--- config.mk ---
export PLATFORM = sky130hd
export DESIGN_NAME = regfile_wport_arb
export DESIGN_NICKNAME = d
export VERILOG_FILES = /design/src/rtl/regfile_wport_arb.sv
export SDC_FILE = /design/constraint.sdc
export NUM_CORES = 1
export LEC_CHECK = 0
export ABC_CLOCK_PERIOD_IN_PS = 2870
export CAP_MARGIN = 20
export CORE_UTILIZATION = 41
export CTS_CLUSTER_SIZE = 16
export DETAILED_ROUTE_END_ITERATION = 10
export PLACE_DENSITY_LB_ADDON = 0.25
export SKIP_CTS_REPAIR_TIMING = 1
export SYNTH_ARGS = -nofsm -noshare
export SYNTH_HDL_FRONTEND = slang
export SYNTH_SLANG_ARGS = --single-unit
--- constraint.sdc ---
create_clock -name clk -period 2.87 [get_ports clk]
set_clock_uncertainty 0.15 [all_clocks]
set_input_delay 0.574 -clock clk [delete_from_list [all_inputs] [get_ports clk]]
set_output_delay 0.574 -clock clk [all_outputs]
set_load 0.05 [all_outputs]
--- src/rtl/regfile_wport_arb.sv ---
// -----------------------------------------------------------------------------
// regfile_wport_arb
//
// Write-port controller for a 2^AW x XLEN integer register file (x0 reads as
// zero, reads are combinational, one write port). Two writeback requesters
// share the write port under round-robin arbitration. The granted write is
// registered onto the register file's write enable/address/data. A per-register
// pending scoreboard lets issue logic stall on read-after-write hazards.
//
// Ports
//   clk, rst                 clock, synchronous active-high reset
//   req0_valid/ready/addr/data   requester 0 (ALU/jump result)
//   req1_valid/ready/addr/data   requester 1 (load return)
//   rf_write, rf_wa, rf_wd   registered register-file write port
//   sb_set, sb_addr          mark a destination register pending at issue
//   chk_ra1, chk_ra2         source registers of the instruction being issued
//   hazard                   a checked source register is pending (comb.)
//   busy                     scoreboard vector, bit 0 always 0
// -----------------------------------------------------------------------------
module regfile_wport_arb #(
    parameter int XLEN = 32,
    parameter int AW   = 5
) (
    input  logic                 clk,
    input  logic                 rst,
    input  logic                 req0_valid,
    output logic                 req0_ready,
    input  logic [AW-1:0]        req0_addr,
    input  logic [XLEN-1:0]      req0_data,
    input  logic                 req1_valid,
    output logic                 req1_ready,
    input  logic [AW-1:0]        req1_addr,
    input  logic [XLEN-1:0]      req1_data,
    output logic                 rf_write,
    output logic [AW-1:0]        rf_wa,
    output logic [XLEN-1:0]      rf_wd,
    input  logic                 sb_set,
    input  logic [AW-1:0]        sb_addr,
    input  logic [AW-1:0]        chk_ra1,
    input  logic [AW-1:0]        chk_ra2,
    output logic                 hazard,
    output logic [(1<<AW)-1:0]   busy
);

    localparam int NREG = 1 << AW;

    // Round-robin pointer: index of the requester granted most recently.
    logic            last_q, last_d;
    logic            rf_write_q, rf_write_d;
    logic [AW-1:0]   rf_wa_q, rf_wa_d;
    logic [XLEN-1:0] rf_wd_q, rf_wd_d;
    logic [NREG-1:0] busy_q, busy_d;

    logic grant0;
    logic grant1;

    // Arbitration: uses only valids and the pointer, so ready never depends on
    // addr/data. On contention the requester that did not win last time wins.
    always_comb begin
        grant0 = 1'b0;
        grant1 = 1'b0;
        if (req0_valid && req1_valid) begin
            grant0 = last_q;
            grant1 = ~last_q;
        end else if (req0_valid) begin
            grant0 = 1'b1;
        end else if (req1_valid) begin
            grant1 = 1'b1;
        end else begin
            grant0 = 1'b0;
            grant1 = 1'b0;
        end
    end

    // Next state for pointer and output stage. A write to x0 is consumed but
    // never asserts rf_write; without a grant the address/data simply hold.
    always_comb begin
        last_d     = last_q;
        rf_write_d = 1'b0;
        rf_wa_d    = rf_wa_q;
        rf_wd_d    = rf_wd_q;
        if (grant0) begin
            last_d     = 1'b0;
            rf_write_d = (req0_addr != {AW{1'b0}});
            rf_wa_d    = req0_addr;
            rf_wd_d    = req0_data;
        end else if (grant1) begin
            last_d     = 1'b1;
            rf_write_d = (req1_addr != {AW{1'b0}});
            rf_wa_d    = req1_addr;
            rf_wd_d    = req1_data;
        end else begin
            last_d     = last_q;
            rf_write_d = 1'b0;
        end
    end

    // Scoreboard next state. The clear comes from the registered write that the
    // file commits on this same edge; the set is applied afterwards so a newer
    // producer issued on the same edge keeps the register pending.
    always_comb begin
        busy_d = busy_q;
        if (rf_write_q) begin
            busy_d[rf_wa_q] = 1'b0;
        end else begin
            busy_d = busy_d;
        end
        if (sb_set && (sb_addr != {AW{1'b0}})) begin
            busy_d[sb_addr] = 1'b1;
        end else begin
            busy_d = busy_d;
        end
        busy_d[0] = 1'b0;
    end

    // State registers; reset has priority and drops any loaded write.
    always_ff @(posedge clk) begin
        if (rst) begin
            last_q     <= 1'b1;
            rf_write_q <= 1'b0;
            rf_wa_q    <= {AW{1'b0}};
            rf_wd_q    <= {XLEN{1'b0}};
            busy_q     <= {NREG{1'b0}};
        end else begin
            last_q     <= last_d;
            rf_write_q <= rf_write_d;
            rf_wa_q    <= rf_wa_d;
            rf_wd_q    <= rf_wd_d;
            busy_q     <= busy_d;
        end
    end

    assign req0_ready = grant0;
    assign req1_ready = grant1;
    assign rf_write   = rf_write_q;
    assign rf_wa      = rf_wa_q;
    assign rf_wd      = rf_wd_q;
    assign busy       = busy_q;

    // x0 is never marked busy, so its bit alone makes the source check safe;
    // the explicit non-zero test keeps the intent obvious.
    assign hazard = ((chk_ra1 != {AW{1'b0}}) & busy_q[chk_ra1]) |
                    ((chk_ra2 != {AW{1'b0}}) & busy_q[chk_ra2]);

endmodule

Word level (Yosys, flattened, before mapping)
Cells that the tools add are included.

Bits in registers: 71. Bits in latches: 0. Memory bits (writable): 0. Bits in read-only memories: 0. Bits of input ports: 94. Output and inout port bits: 73. Word-level logic and storage cells: 52. Memories: 0.

$add $sub $neg: 0. Multipliers: 0. Divide/modulo/power cells: 0. $lt $le $gt $ge: 6. Equal/unequal tests: 0. Shifts and indexed selects: 0. Mux-type cells: 23. Bitwise logic cells: 7. Reductions and logical operators: 10.

Operators by type and width (count): $mux 32 (4); $and 32x32->32 (1); $not 32->32 (1); $or 32x32->32 (1); $reduce_bool 5->1 (5); $lt 5x6->1 const B (4); $mux 1 (13); $bmux 1 s5 (2); $demux 1 s5 (2); $ge 5x1->1 const B (2); $mux 5 (2); $logic_and 1x1->1 (4); $and 1x1->1 (2); $reduce_bool 2->1 (1); $not 1->1 (1); $or 1x1->1 (1).

Logic depth before layout (Yosys ltp)
Depth after elaboration: 9. Gate-level depth with buffers: 7.

Worst setup path before layout
No wires, ideal clock.

Path kind: input to output. From: input port chk_ra2[2]. To: output port hazard. Arrival time: 2.130 ns. Required time: 2.146 ns. Path slack: 0.016 ns. Cell stages on the path: 5. Cells stage by stage: buf_6 > mux4_1 > mux2_2 > a31oi_1 > nand4_1.

Longest elaborated chain between the ends: 4. Elaborated cells between the ends (all ways): 5. Those cells by class: mux (2); bitwise (2); reduce/logical (1).

Ends and longest elaborated chain: from (decl) (line 40) `input logic [AW-1:0] chk_ra2,`; $bmux 1 s5 (line 143) `((chk_ra2 != {AW{1'b0}}) & busy_q[chk_ra2]);`; $mux 1 (implied by the code) (line 143); $and 1x1->1 * (line 143); $or 1x1->1 * (line 142) `assign hazard = ((chk_ra1 != {AW{1'b0}}) & busy_q[chk_ra1]) |`; to (decl) (line 41) `output logic hazard,`.

Mark *: on every way between the ends. The rest lies on a longest branch, timed or not. The select of a mux whose other input is x is not followed.

Worst setup path in the final report
From: input port chk_ra2[0]. To: output port hazard.

Same word-level chain as after synthesis.

==> key figures <==
Clock network
  – Clock slew at reported path FFs: 0.07 ns
  – TritonCTS clock tree: yes
  – Sink Count: 70
  – Worst-skew pair later-pin latency: 0.33 ns
  – Num CTS Buffers: 9
  – CTS Buffer Depth: 2
  – H-tree depth: 3
  – CTS Root Cell: clkbuf_8

Floorplanning
  – Num ports: 167
  – Die X: around 95 um
  – Starting density of the core: 0.4279
  – Die area: 9037 sq um
  – Die height: 95.07 um
  – Core area: 8299 sq um
  – Rows: 33

Power
  – Gate power share: 0.271
  – Clock share of power: 0.305
  – Internal power: 1.708 mW
  – Final Power: between 2 and 3 mW
  – Max VDD drop: 277.6 uV
  – Leak Pwr: 2.119 nW
  – Sw Share: 0.3177
  – Switching pwr: about 0.80 mW
  – PwrDens: between 400 and 500 nW/um^2
  – Seq pwr share: 0.425

STA
  – Final hold viol count: 0
  – Fin. max-slew vios: 0
  – Crit path time final: between 2 and 3 ns
  – Final Cycle Share: 0.9835
  – Max Freq: ~350 MHz
  – Slew @ Worst Pin: 0.7020 ns
  – Final setup fails: 0
  – Rel. slew slack: 0.5320

Cells and area
  – Most common cell after layout, fill and taps aside: clkdlybuf4s50_1
  – Multi-input logic area: 2003 sq um
  – Sequential cell area: roughly 1400 sq um
  – Layout Cells excl Fill: between 700 and 800
  – Area Growth Syn to Fin: 55.85%
  – Commonest cells after routing, fill and taps aside: clkdlybuf4s50_1 (154), nand2_1 (111), dfxtp_1 (70)
  – N_diodes: 0
  – Nets: 687
  – Fill cell count: slightly below 700
  – Layout cells sized above 1: 0.1003
  – End-of-flow core utilization: 0.6668

Critical path
  – Crit path max fanout: 5
  – Kind of end point of the critical path: output pin
  – Req. time, crit path: 2.15 ns
  – Critical path launch point type: input pin
  – Crit path DAT: approximately 2.1 ns
  – Worst Setup Path Type: input pin to output pin

Logic synthesis
  – Syn_nets: 529
  – Post-synth ARST share: 0
  – Post-synthesis cell area: 3551 sq um
  – Post-synth EDFFs: 0
  – Cells after synthesis: 435
  – Sequential share of the synthesized area: 0.3946
  – Post-synth top area cell: dfxtp_1
  – Avg Cell Area, Syn: approximately 8.2 sq um
  – Ys Warns: 0
  – Register bit total from synthesis: 70
  – Area contributors post-synth: dfxtp_1 (39%), nand2_1 (12%), a311oi_1 (9.4%)
  – Post-synth top area share: 0.3946
  – Top_reg_cell synth: dfxtp_1
  – Cell variety after synth: 40

Global routing
  – Pin count of the biggest net entering global routing: 75
  – First-pass GRT wire length: around 18000 um
  – Total track usage: 0.2495
  – Vias in the first global route: about 3700
  – Initial antenna violation count: 0
  – Overflow after GRT: 0

Route
  – Detailed-route DRC error count: 0
  – Via-to-Cell Ratio: 5.481
  – Final WL: 11220 um
  – Remaining antenna violation count: 0
  – WL/cell: between 15 and 20 um
  – Initial DRC count: ~140
  – Detailed Routing Iterations Pass 1: 4
  – Via count: 3853

Place
  – RePlAce Congestion: about 0.92
  – DPL Wire Length: 8284 um
  – IO Port Bufs: 165
  – Placed cells: 687

Hold path
  – Tightest Hold Check Type: flip-flop to flip-flop

Outcome
  – Status: completed

Flow run
  – MaxCap Viol Count: 0
stage by stage:
stage | cell area (sq um) | TNS, ns | hold slack [ns] | setup WS (ns)
after detailed placement | 5319 | -0.4422 | 0.3441 | -0.4422
final | 5534 | 0 | 0.3514 | 0.04744
after floorplan | 3551 | 0 | 0.3464 | 0.01581
after global placement | 5319 | -0.3715 | 0.3351 | -0.3715
after CTS | 5508 | -0.4523 | 0.3541 | -0.4523
after global routing | 5534 | -0.02464 | 0.3697 | -0.02464
critical path: stages:
cell,delay [ns]
clkbuf_2,0.16
mux4_1,0.58
o21ai_0,0.25
o32ai_1,0.13
nand2_1,0.10
nand4_1,0.12
buf_6,0.18
power groups by stage:
stage / Clock, mW / Combinational (mW) / Sequential, mW
5_1_grt: 0.820 / 0.721 / 1.07
2_1_floorplan: 0 / 0.206 / 1.25
6_report: 0.763 / 0.677 / 1.06
3_5_place_dp: 0 / 0.673 / 1.08
3_3_place_gp: 0 / 0.664 / 1.08
4_1_cts: 0.775 / 0.675 / 1.06
registers in the layout, indices dropped and copies added, names as in the netlist:
signal / flops
rf_write: 1
rf_wd: 32
busy: 31
last_q: 1
rf_wa: 5
synthesized netlist by cell type (3+ instances only):
cell type / instances
nand2_1: 111
dfxtp_1: 70
nor2_1: 42
a311oi_1: 38
a21oi_1: 33
o21ai_0: 33
clkbuf_1: 22
mux4_1: 8
mux2_2: 6
nand3b_1: 6
nor3b_1: 6
buf_2: 5
inv_1: 4
mux2i_1: 4
and3b_1: 3
buf_6: 3
mux4_2: 3
nand2b_1: 3
nand3_1: 3
nor2b_1: 3
o21ai_1: 3
kinds of logic after synthesis:
kind of cell | synth area share
buffers and inverters | 0.05038
AND/OR/NAND/NOR | 0.2340
multiplexers | 0.1085
other | 0.001056
flip-flops | 0.3946
AO/OA/AOI/OAI | 0.2114
routing by layer:
| metal | GRT usage | wire (um) | vias to the layer above |
|---|---|---|---|
| li1 | - | - | 1886 |
| met1 | 0.2945 | 4461 | 1793 |
| met5 | 0 | 0 | - |
| met3 | 0.06619 | 947 | 14 |
| met4 | 0.08333 | 153 | 0 |
| met2 | 0.4357 | 5658 | 160 |
cell type report:
class / instances / area share
clock buffers: 9 / 0.02238
flip-flops and latches: 70 / 0.2532
multi-input cells: 327 / 0.3620
inverters: 4 / 0.002713
clock inverters: 7 / 0.01176
repair buffers: 181 / 0.3242
well taps: 105 / 0.02374
final timing paths:
kind              end  slack [ns]       start  cells past startpoint
min          rf_wd[2]        0.35    rf_wd[2]                      2
min reg2reg  rf_wd[2]        0.35    rf_wd[2]                      2
max            hazard        0.05  chk_ra2[0]                      7
max reg2reg   busy[6]        1.33    rf_wa[2]                      3
Power figures use the tool's default switching activity.
